## src/rtl/toggle_event_link_pkg.sv

```systemverilog
// Shared types and defaults for the toggle event link: TX FSM state encoding,
// default synchronizer depth and pending-counter width, and a gap-counter sizing helper.
package toggle_event_link_pkg;

  typedef enum logic {
    TL_IDLE = 1'b0,
    TL_WAIT = 1'b1
  } tl_state_e;

  localparam int TL_DEF_DEPTH = 2;
  localparam int TL_DEF_CNT_W = 4;

  // Bits needed to hold MIN_GAP-1; never narrower than one bit.
  function automatic int tl_gap_width(input int min_gap);
    return (min_gap > 1) ? $clog2(min_gap) : 1;
  endfunction

endpackage

```

## src/rtl/toggle_event_link_sync.sv

```systemverilog
// W-bit, DEPTH-stage synchronizer with asynchronous active-low reset.
// Its first stage is the only place an asynchronous toggle line is sampled.
module toggle_event_link_sync #(
  parameter int W     = 1,
  parameter int DEPTH = 2
) (
  input  logic         clk,
  input  logic         rstb,
  input  logic [W-1:0] i_async,
  output logic [W-1:0] o_sync
);

  logic [W-1:0] r_stage [DEPTH];

  always_ff @(posedge clk or negedge rstb) begin
    if (!rstb) begin
      for (int i = 0; i < DEPTH; i++) r_stage[i] <= '0;
    end else begin
      r_stage[0] <= i_async;
      for (int i = 1; i < DEPTH; i++) r_stage[i] <= r_stage[i-1];
    end
  end

  assign o_sync = r_stage[DEPTH-1];

endmodule

```

## src/rtl/toggle_event_link.sv

```systemverilog
// Multi-channel toggle-signalled event bridge end. Local events are counted and
// launched as toggles; incoming toggles become valid/ready events, optionally acknowledged.
module toggle_event_link
  import toggle_event_link_pkg::*;
#(
  parameter int N_CH    = 1,
  parameter int DEPTH   = TL_DEF_DEPTH,
  parameter int CNT_W   = TL_DEF_CNT_W,
  parameter int ACK_EN  = 1,
  parameter int MIN_GAP = 4
) (
  input  logic            clk,
  input  logic            rstb,
  input  logic [N_CH-1:0] ev_in,
  output logic [N_CH-1:0] tx_tgl,
  input  logic [N_CH-1:0] tx_ack_tgl,
  output logic [N_CH-1:0] tx_busy,
  output logic [N_CH-1:0] tx_ovf,
  input  logic [N_CH-1:0] ovf_clr,
  input  logic [N_CH-1:0] rx_tgl,
  output logic [N_CH-1:0] rx_valid,
  input  logic [N_CH-1:0] rx_ready,
  output logic [N_CH-1:0] rx_ack_tgl
);

  localparam int                GAP_W     = tl_gap_width(MIN_GAP);
  localparam logic [CNT_W-1:0]  PEND_MAX  = '1;
  localparam logic [GAP_W-1:0]  GAP_LOAD  = GAP_W'(MIN_GAP - 1);
  localparam bit                SKIP_WAIT = (ACK_EN == 0) && (MIN_GAP == 1);

  if (DEPTH < 2) begin : g_bad_depth
    $error("toggle_event_link: DEPTH must be at least 2");
  end
  if (MIN_GAP < 1) begin : g_bad_gap
    $error("toggle_event_link: MIN_GAP must be at least 1");
  end

  // Reset asserts asynchronously but is released on a clk edge.
  logic [1:0] r_rst_pipe;
  logic       w_rstb;

  always_ff @(posedge clk or negedge rstb) begin
    if (!rstb) r_rst_pipe <= 2'b00;
    else       r_rst_pipe <= {r_rst_pipe[0], 1'b1};
  end

  assign w_rstb = r_rst_pipe[1];

  logic [N_CH-1:0] w_rx_sync;
  logic [N_CH-1:0] w_ack_sync;

  toggle_event_link_sync #(.W(N_CH), .DEPTH(DEPTH)) u_rx_sync (
    .clk     (clk),
    .rstb    (w_rstb),
    .i_async (rx_tgl),
    .o_sync  (w_rx_sync)
  );

  toggle_event_link_sync #(.W(N_CH), .DEPTH(DEPTH)) u_ack_sync (
    .clk     (clk),
    .rstb    (w_rstb),
    .i_async (tx_ack_tgl),
    .o_sync  (w_ack_sync)
  );

  for (genvar ch = 0; ch < N_CH; ch++) begin : g_ch
    tl_state_e        r_state;
    logic [CNT_W-1:0] r_pend;
    logic [GAP_W-1:0] r_gap;
    logic             r_tgl;
    logic             r_ovf;
    logic             w_launch;
    logic             w_drop;
    logic             w_wait_done;

    assign w_launch = (r_state == TL_IDLE) && ((r_pend != '0) || ev_in[ch]);
    assign w_drop   = ev_in[ch] && !w_launch && (r_pend == PEND_MAX);

    // Acknowledged mode waits for the returned toggle; otherwise a fixed launch gap.
    if (ACK_EN != 0) begin : g_ack_wait
      assign w_wait_done = (w_ack_sync[ch] == r_tgl);
    end else begin : g_gap_wait
      assign w_wait_done = (r_gap <= GAP_W'(1));
    end

    always_ff @(posedge clk or negedge w_rstb) begin
      if (!w_rstb) begin
        r_state <= TL_IDLE;
        r_pend  <= '0;
        r_gap   <= '0;
        r_tgl   <= 1'b0;
        r_ovf   <= 1'b0;
      end else begin
        if (w_launch) begin
          r_tgl   <= ~r_tgl;
          r_gap   <= GAP_LOAD;
          r_state <= SKIP_WAIT ? TL_IDLE : TL_WAIT;
        end else if (r_state == TL_WAIT) begin
          if (r_gap != '0) r_gap <= r_gap - GAP_W'(1);
          if (w_wait_done) r_state <= TL_IDLE;
        end

        if (w_launch && !ev_in[ch])
          r_pend <= r_pend - CNT_W'(1);
        else if (!w_launch && ev_in[ch] && !w_drop)
          r_pend <= r_pend + CNT_W'(1);

        if (w_drop)           r_ovf <= 1'b1;
        else if (ovf_clr[ch]) r_ovf <= 1'b0;
      end
    end

    assign tx_tgl[ch]  = r_tgl;
    assign tx_busy[ch] = (r_pend != '0) || (r_state == TL_WAIT);
    assign tx_ovf[ch]  = r_ovf;

    logic r_hist;
    logic r_valid;
    logic r_ack;
    logic w_edge;

    assign w_edge = w_rx_sync[ch] ^ r_hist;

    // The far TX cannot toggle again until acknowledged, so edge and hold never collide.
    always_ff @(posedge clk or negedge w_rstb) begin
      if (!w_rstb) begin
        r_hist  <= 1'b0;
        r_valid <= 1'b0;
        r_ack   <= 1'b0;
      end else begin
        r_hist <= w_rx_sync[ch];
        if (ACK_EN != 0) begin
          r_valid <= (r_valid && !rx_ready[ch]) || w_edge;
          if (r_valid && rx_ready[ch]) r_ack <= ~r_ack;
        end else begin
          r_valid <= w_edge;
          r_ack   <= 1'b0;
        end
      end
    end

    assign rx_valid[ch]   = r_valid;
    assign rx_ack_tgl[ch] = r_ack;
  end

endmodule

```

## config.mk

```make
export PLATFORM = sky130hd
export DESIGN_NAME = toggle_event_link
export DESIGN_NICKNAME = d
export VERILOG_FILES = /design/src/rtl/toggle_event_link_pkg.sv /design/src/rtl/toggle_event_link_sync.sv /design/src/rtl/toggle_event_link.sv
export SDC_FILE = /design/constraint.sdc
export NUM_CORES = 1
export LEC_CHECK = 0
export ABC_AREA = 1
export BUFFER_PORTS_ARGS = -buffer_cell sky130_fd_sc_hd__buf_2
export CAP_MARGIN = 30
export CORE_UTILIZATION = 47
export CTS_CLUSTER_SIZE = 8
export DETAILED_ROUTE_END_ITERATION = 16
export GPL_ROUTABILITY_DRIVEN = 0
export HOLD_SLACK_MARGIN = 0.12
export PLACE_DENSITY = 0.81
export SLEW_MARGIN = 40
export SYNTH_ARGS = -nofsm -noshare
export SYNTH_HDL_FRONTEND = slang
export SYNTH_SLANG_ARGS = --single-unit
```

## constraint.sdc

```tcl
create_clock -name clk -period 0.8 [get_ports clk]
set_input_delay 0.04 -clock clk [delete_from_list [all_inputs] [get_ports clk]]
set_output_delay 0.04 -clock clk [all_outputs]
set_load 0.03 [all_outputs]
```

Word level (Yosys, flattened, before mapping)
Index checks and enable logic that the tools add are counted.
{ "totals": {"reg_bits": 16, "in_bits": 7, "out_inout_bits": 5, "elab_cells": 44} }
{ "op_classes": {"n_addsub": 2, "eq_ne": 2, "muxes": 7, "bitwise": 4, "n_reduce_logical": 17} }
{ "ops": {"columns": ["operator", "n"], "rows": [
  ["4-bit two-way mux", 2],
  ["1-bit logical AND", 7],
  ["1-bit two-way mux", 5],
  ["4-bit by 1-bit adder with 4-bit output, second input constant", 1],
  ["4-bit == test, second input constant", 1],
  ["1-bit zero test", 4],
  ["2-bit nonzero test", 2],
  ["4-bit nonzero test", 1],
  ["4-bit by 1-bit subtractor with 4-bit output, second input constant", 1],
  ["1-bit logical OR", 3],
  ["1-bit inverter", 3],
  ["1-bit == test", 1],
  ["1-bit XOR", 1]
]} }

Depth between registers and ports, before layout
Gate-level depths: netlist of run 1.
{ "logic_depth": {"ltp_word": 10, "depth_mapped": 12, "mapped_depth_nobuf": 12} }

Modules after synthesis
From an unflattened synthesis of run 1, not the netlist that was laid out.
{ "hier_totals": {"cells_unflattened": 76, "area_unflattened_um2": 739.5} }
{ "modules_own_cells": {"columns": ["mod", "instances", "cells_per_inst", "area_per_inst_um2", "seq_area_each_um2"], "rows": [
  ["toggle_event_link", 1, 72, 639.4, 300.3],
  ["toggle_event_link_sync", 2, 2, 50.0, 50.0]
]} }

Worst setup path before layout of run 1
No wires, ideal clock.
{ "synth_path": {"path_kind": "reg2reg", "startpoint": "register g_ch[0].r_pend[0]", "endpoint": "register g_ch[0].r_pend[2]", "setup_time_ns": 0.126, "arrival_time_ns": 1.387, "t_required_ns": 0.674, "slack_ns": -0.713, "path_stages_with_launch": 13, "path_buffers": 0, "synth_period_minus_slack_ns": 1.513, "path_cell_list": "dfrtp_1 -> nor2_2 -> nand2_4 -> nand3_4 -> nand2_1 -> nand2_1 -> inv_2 -> ha_1 -> inv_1 -> nand2_1 -> xnor2_1 -> nand2_1 -> o21ai_0"} }
{ "synth_via": {"elab_chain_cells": 9, "elab_cells_between_ends": 15, "classes_between": "add/sub (2); eq/ne (1); mux (2); reduce/logical (10)"} }
{ "synth_lines": {"columns": ["element", "line_no", "source"], "rows": [
  ["from (decl)", "toggle_event_link.sv:68", "logic [CNT_W-1:0] r_pend;"],
  ["from (signal assigned)", "toggle_event_link.sv:104", "r_pend <= r_pend - CNT_W'(1);"],
  ["from (signal assigned)", "toggle_event_link.sv:106", "r_pend <= r_pend + CNT_W'(1);"],
  ["4-bit nonzero test", "toggle_event_link.sv:76", "assign w_launch = (r_state == TL_IDLE) && ((r_pend != '0) || ev_in[ch]);"],
  ["1-bit logical OR", "toggle_event_link.sv:76", null],
  ["1-bit logical AND", "toggle_event_link.sv:76", null],
  ["1-bit zero test", "toggle_event_link.sv:77, toggle_event_link.sv:105", null],
  ["1-bit logical AND", "toggle_event_link.sv:77, toggle_event_link.sv:105", null],
  ["1-bit logical AND", "toggle_event_link.sv:77", "assign w_drop = ev_in[ch] && !w_launch && (r_pend == PEND_MAX);"],
  ["1-bit zero test", "toggle_event_link.sv:105", "else if (!w_launch && ev_in[ch] && !w_drop)"],
  ["1-bit logical AND", "toggle_event_link.sv:105", null],
  ["2-bit nonzero test (no source line)", null, null]
]} }
Parallel ways exist; a longest one is shown, timed or not. The select of a mux whose other input is x is not followed.
A chain may end at the register's enable or synchronous reset.

Worst setup path after layout of run 1
{ "layout_path": {"startpoint": "register g_ch[0].r_pend[2]", "endpoint": "register g_ch[0].r_pend[2]"} }
The elaborated chain is that of the path after synthesis.

==> results.py, run 1 <==
metrics = {
    "cells_and_area": {
        "syn2layout_area_growth_pct": 64.2,
        "fillers": 52,
        "multiInputGateArea_um2": 380,
        "antennaDiodeCount": 0,
        "finalNetCount": 125,
        "seqCellArea_um2": 403,
        "drive_gt1_frac": 0.560,
        "final_util": 0.871,
    },
    "timing": {
        "hold_viol": 0,
        "setup_violations": 13,
        "final.setup.worst_slack_ns": -0.797,
        "timing.final.crit_period_ns": 1.60,
        "rsz0062_at_grt": "true",
        "drv_slew": 0,
        "period_share": 2.00,
        "fin_skew_ns": 0.0157,
        "max_freq_ghz": 0.626,
        "finalSetupTns_ns": -5.41,
    },
    "cts": {
        "cts.reportedPaths.clkPinSlew_ns": 0.10,
        "cts_tree": "built",
        "cts.path.max_buffers": 2,
        "clk_latency_ns": 0.29,
        "h-tree-depth": 1,
        "cts.sinks": 16,
        "cts_root_buffer": "clkbuf_4",
        "cts_inserted_buffers": 3,
    },
    "routing": {
        "wl_um": 2260,
        "dr.pass1.iters": 4,
        "wl_per_cell_um": 17.3,
        "drc_errors": 0,
        "drtIter0Drc": 21,
        "routed_via_density": 5.31,
        "dr_total_vias": 696,
        "ant_nets": 0,
    },
    "yosys": {
        "synth_edf_count": 0,
        "yosysTopAreaCell": "dfrtp_1",
        "synthCells": 74,
        "ys_top_cells_by_area": "dfrtp_1, nand2_1, inv_1",
        "ys.flop_type": "dfrtp_1",
        "syn_area_um2": 733,
        "yosysSeqAreaShare": 0.546,
        "syn-num-nets": 82,
        "ys_seq_elements": 16,
        "syn_area_per_cell_um2": 9.91,
        "synth_commonest_cells": "dfrtp_1, nand2_1, inv_1",
        "synth_top_area_frac": 0.546,
        "ys_async_sr_fraction": 1.00,
        "ys_warn_count": 0,
        "yosysUniqueCellTypes": 22,
        "synth_most_common_cell": "dfrtp_1",
    },
    "die": {
        "die_x_um": 41.5,
        "die_h_um": 41.5,
        "initial_utilization": 0.530,
        "num_rows": 13,
        "die_area_um2": 1720,
        "pin_count": 12,
        "core_area_um2": 1380,
    },
    "worst_setup_path": {
        "critPathArrivalTime_ns": 1.82,
        "path_max_fanout": 3,
        "path_class": "flop to flop",
        "r2r_cells": 12,
        "cp.required_ns": 1.02,
        "critPathCaptureType": "flop",
        "start_kind": "flop",
    },
    "hold_path": {
        "hold_class": "flop to asynchronous set/reset pin",
    },
    "status": {
        "violations": "setup timing",
        "status": "finished, violations left",
    },
    "pwr": {
        "p_leak_nw": 0.598,
        "ir_drop_mv": 2.26,
        "p_per_area_nw_per_um2": 4060,
    },
    "global_routing": {
        "grt_pass1_vias": 664,
        "grt_util_all_layers": 0.237,
        "grt_max_degree": 10,
        "overflow": 0,
        "grt_pass1_wl_um": 3020,
        "antenna_found_initial": 0,
    },
    "placement": {
        "dp_hpwl_um": 1060,
        "port_buffers": 11,
    },
    "flow_run": {
        "max_cap_viol_count": 0,
    },
}
registers in the layout, summed over array words and instances, names as in the netlist:
signal              count
rx_valid                1
u_ack_sync.r_stage      1
tx_ovf                  1
tx_tgl                  1
u_rx_sync.r_stage       1
r_rst_pipe              2
g_ch.r_state            1
u_ack_sync.o_sync       1
g_ch.r_hist             1
g_ch.r_pend             4
rx_ack_tgl              1
u_rx_sync.o_sync        1
cell usage in the layout, fill, tap and decap left out, types with 2 or more instances in the layout:
cell type,count
nor2_4,2
dfrtp_1,14
o21ai_1,2
nand2_4,2
buf_2,6
xnor2_1,2
nand2_2,7
clkbuf_4,3
nand4_1,2
xnor2_2,2
o21ai_2,2
buf_6,9
inv_2,3
nand2_1,9
inv_1,8
buf_4,17
dlygate4sd3_1,6
nand3_1,5
dfrtp_2,2
what timing repair did:
action | 4_1_cts | 5_1_grt
pin swaps | 3 | 9
hold endpoints to repair | 7 | 0
setup endpoints to repair | 12 | 13
hold buffers | 6 | 0
resized for setup | 21 | 12
buffers inserted | 4 | 5
through the flow:
stage / hold WS (ns) / setup slack (ns) / power (mW) / instance area [um^2] / std cells
final: 0.140 / -0.797 / 4.89 / 1200 / 131
after global routing: 0.185 / -0.876 / 5.15 / 1200 / 131
after CTS: 0.165 / -0.673 / 4.28 / 1130 / 128
after detailed placement: -0.172 / -0.670 / 3.27 / 942 / 115
after global placement: -0.175 / -0.629 / 3.20 / 942 / 115
after floorplan: -0.256 / -0.669 / 2.55 / 756 / 74
per-layer routing:
metal	wire [um]	track usage	up-vias
li1	-	-	316
met1	898	0.292	333
met2	1140	0.409	39
met3	146	0.0652	8
met4	71	0.0581	0
met5	0	0	-
report_power, final:
group / leakage [nW] / total [mW] / internal (mW) / switching, mW
logic: 0.389 / 3.08 / 1.47 / 1.62
registers: 0.188 / 1.28 / 1.03 / 0.248
clock network: 0.0210 / 0.528 / 0.277 / 0.251
total: 0.598 / 4.89 / 2.78 / 2.12
worst paths after layout:
path                                   start                end  slack [ns]
hold reg to reg                r_rst_pipe[1]  g_ch[0].r_pend[2]        0.14
max in group asynchronous               rstb      r_rst_pipe[0]        0.08
hold / removal                 r_rst_pipe[1]  g_ch[0].r_pend[2]        0.14
setup / recovery           g_ch[0].r_pend[2]  g_ch[0].r_pend[2]       -0.80
min in group clk                       ev_in             tx_ovf        0.24
setup reg to reg           g_ch[0].r_pend[2]  g_ch[0].r_pend[2]       -0.80
cell type report:
| type | count | area share |
|---|---|---|
| Timing Repair Buffer | 38 | 0.265 |
| Inverter | 12 | 0.0385 |
| Clock buffer | 4 | 0.0301 |
| Multi-Input combinational cell | 46 | 0.316 |
| Sequential cell | 16 | 0.335 |
| Tap cell | 15 | 0.0156 |
worst max-delay path: stages, from the launching register on:
cell and delay (ns):
dfrtp_1 0.46, nor2_4 0.17, nand2_4 0.08, nand3_4 0.07
nand2_2 0.08, nand2_2 0.08, inv_2 0.06, ha_4 0.15
inv_2 0.04, nand2_2 0.05, xnor2_2 0.14, nand2_1 0.06
o21ai_1 0.08
logic make-up after synthesis:
family / Yosys count / synth area share
XOR/XNOR: 6 / 0.0717
adder cells (fa/ha/maj): 1 / 0.0171
flip-flops: 16 / 0.546
other: 1 / 0.00511
buffers and inverters: 12 / 0.0631
AND/OR/NAND/NOR: 30 / 0.224
AO/OA/AOI/OAI: 8 / 0.0734
Power figures use the tool's default switching activity.
==> run 2: changes to the inputs <==
--- a/config.mk
+++ b/config.mk
@@ -8,12 +8,12 @@
 export ABC_AREA = 1
 export BUFFER_PORTS_ARGS = -buffer_cell sky130_fd_sc_hd__buf_2
 export CAP_MARGIN = 30
-export CORE_UTILIZATION = 47
+export CORE_UTILIZATION = 54
 export CTS_CLUSTER_SIZE = 8
 export DETAILED_ROUTE_END_ITERATION = 16
 export GPL_ROUTABILITY_DRIVEN = 0
 export HOLD_SLACK_MARGIN = 0.12
-export PLACE_DENSITY = 0.81
+export PLACE_DENSITY = 0.87
 export SLEW_MARGIN = 40
 export SYNTH_ARGS = -nofsm -noshare
 export SYNTH_HDL_FRONTEND = slang
==> constraint.sdc (replaced) <==
create_clock -name clk -period 2 [get_ports clk]
set_input_delay 0.1 -clock clk [delete_from_list [all_inputs] [get_ports clk]]
set_output_delay 0.1 -clock clk [all_outputs]
set_load 0.03 [all_outputs]
==> run 2 against run 1 <==
Net effect: the run now ends clean; power is 74% lower; clock-buffer cell count is 1 lower; cell area is 25% lower; core utilization is 11 points lower; via count is 21% lower.
==> results.py, run 2 (same netlist as run 1, synthesis figures left out) <==
metrics = {
    "status": {
        "status": "completed",
    },
    "routing": {
        "dr.pass1.iters": 4,
        "wl_per_cell_um": 11.8,
        "drc_errors": 0,
        "dr_total_vias": 551,
        "wl_um": 1290,
        "routed_via_density": 5.06,
        "ant_nets": 0,
        "drtIter0Drc": 8,
    },
    "cells_and_area": {
        "largest-register": "g_ch.r_pend",
        "seqCellArea_um2": 400,
        "drive_gt1_frac": 0.274,
        "finalNetCount": 105,
        "reg_top3": "g_ch.r_pend x4, r_rst_pipe x2",
        "final_area_um2": 898,
        "largest_reg_flops": 4,
        "antennaDiodeCount": 0,
        "most-common-layout-cells": "dfrtp_1, nand2_1, buf_2",
        "syn2layout_area_growth_pct": 22.5,
        "multiInputGateArea_um2": 287,
        "fillers": 96,
        "final_common_cell": "dfrtp_1",
    },
    "pwr": {
        "ir_drop_mv": 0.766,
        "power_frac_comb": 0.476,
        "net-switching-power_mw": 0.556,
        "p_per_area_nw_per_um2": 1420,
        "swShare": 0.436,
        "pwr-share-clk": 0.127,
        "seq_power_share": 0.397,
        "p_leak_nw": 0.464,
        "p_int_mw": 0.718,
    },
    "worst_setup_path": {
        "r2r-start": "g_ch[0].r_pend[0]",
        "critPathSlowestCell": "dfrtp_1",
        "critPathCaptureType": "flop",
        "r2r_slack_ns": 0.32,
        "rr_endpoint": "g_ch[0].r_pend[2]",
        "start_kind": "flop",
        "crit_chain": "nor2_2 > nand2_4 > nand3_4 > nand2_1 > nand2_1 > inv_2 > ha_1 > inv_1 > nand2_1 > xnor2_1 > nand2_1 > o21ai_0",
        "critPathArrivalTime_ns": 1.89,
        "cp_common_cell": "nand2_1",
        "path_class": "flop to flop",
        "critPathMaxStageDelay_ns": 0.47,
        "cp.required_ns": 2.21,
        "path_max_fanout": 6,
        "r2r_cells": 12,
    },
    "placement": {
        "port_buffers": 11,
        "dp_hpwl_um": 922,
        "postPlaceCellArea_um2": 806,
    },
    "die": {
        "die_h_um": 38.9,
        "initial_utilization": 0.618,
        "core_area_um2": 1190,
        "die_area_um2": 1510,
        "num_rows": 12,
        "pin_count": 12,
        "die_x_um": 38.9,
    },
    "cts": {
        "cts-resized-gates": 0,
        "cts.path.max_buffers": 2,
        "clk_latency_ns": 0.28,
        "cts.sinks": 16,
        "cts.reportedPaths.clkPinSlew_ns": 0.09,
        "cts_setup_buffers": 0,
        "cts_inserted_buffers": 3,
        "h-tree-depth": 1,
        "hold_buffers": 7,
        "cts_tree": "built",
        "cts_root_buffer": "clkbuf_4",
    },
    "global_routing": {
        "grt_pass1_wl_um": 2190,
        "antenna_found_initial": 0,
        "grt_util_all_layers": 0.236,
        "overflow": 0,
        "grt_pass1_vias": 528,
        "grt_max_degree": 15,
    },
    "timing": {
        "drv_slew": 0,
        "rsz0062_at_grt": "false",
        "fin_skew_ns": 0.00838,
        "maxSlewHeadroom": 0.639,
        "hold_viol": 0,
        "setup_violations": 0,
        "timing.final.crit_period_ns": 1.68,
        "tightest_slew_ns": 0.542,
        "period_share": 0.841,
        "max_freq_ghz": 0.595,
        "finalSetupTns_ns": 0,
    },
    "hold_path": {
        "hold_depth": 3,
        "min_from": "ev_in",
        "hold_class": "primary input to flop",
        "holdPathEnd": "g_ch[0].r_state",
    },
    "flow_run": {
        "max_cap_viol_count": 0,
    },
}
run 2: changes by cell type in the layout (fill, tap and decap cells not counted), sizes merged:
cell | before | now
dlygate4sd3 | 6 | 7
buf | 32 | 11
clkbuf | 4 | 3
run 2: metrics by stage:
stage | hold WS [ns] | power (mW) | setup slack [ns] | utilization | instances
floorplan | -0.196 | 0.975 | 0.487 | - | 74
global placement | -0.115 | 1.08 | 0.389 | 0.679 | 99
detailed placement | -0.113 | 1.11 | 0.324 | 0.679 | 99
CTS | 0.138 | 1.28 | 0.310 | 0.757 | 109
global route | 0.165 | 1.38 | 0.143 | 0.757 | 109
finish | 0.138 | 1.27 | 0.318 | 0.757 | 109
run 2: cell type report:
type                    instances  area share
well taps                      14      0.0195
inverters                      12      0.0515
clock buffers                   3      0.0251
repair buffers                 18       0.139
flip-flops and latches         16       0.446
multi-input cells              46       0.319
run 2: how the worst max path moves through the flow:
stage | from | endpoint | cells past startpoint
final | g_ch[0].r_pend[0] | g_ch[0].r_pend[2] | 12
after global routing | g_ch[0].r_pend[0] | g_ch[0].r_pend[2] | 12
after CTS | g_ch[0].r_pend[0] | g_ch[0].r_pend[2] | 12
after detailed placement | g_ch[0].r_pend[0] | g_ch[0].r_pend[2] | 12
after global placement | g_ch[0].r_pend[3] | g_ch[0].r_pend[2] | 12
after floorplan | g_ch[0].r_pend[0] | g_ch[0].r_pend[2] | 12
run 2: layer usage:
layer / vias to the layer above / wire, um / global-route usage / part of all wire
li1: 274 / - / - / -
met2: 14 / 633 / 0.421 / 0.49
met1: 261 / 565 / 0.243 / 0.44
met4: 0 / 9 / 0.0776 / 0.0070
met3: 2 / 77 / 0.104 / 0.060
met5: - / 0 / 0 / 0
run 2: critical path: cells and delay by family (launching register included):
kind            cells  cell delay, ns
buf+inv             2            0.09
compound gates      1            0.06
flops               1            0.47
xor+xnor            1            0.17
fa+ha+maj           1            0.16
simple gates        7            0.65
run 2: power by group through the flow:
stage	combinational [mW]	clock (mW)	sequential [mW]
after floorplan	0.432	0	0.543
after global placement	0.572	0	0.506
after detailed placement	0.593	0	0.513
after CTS	0.607	0.170	0.507
after global routing	0.680	0.181	0.520
final	0.606	0.161	0.506
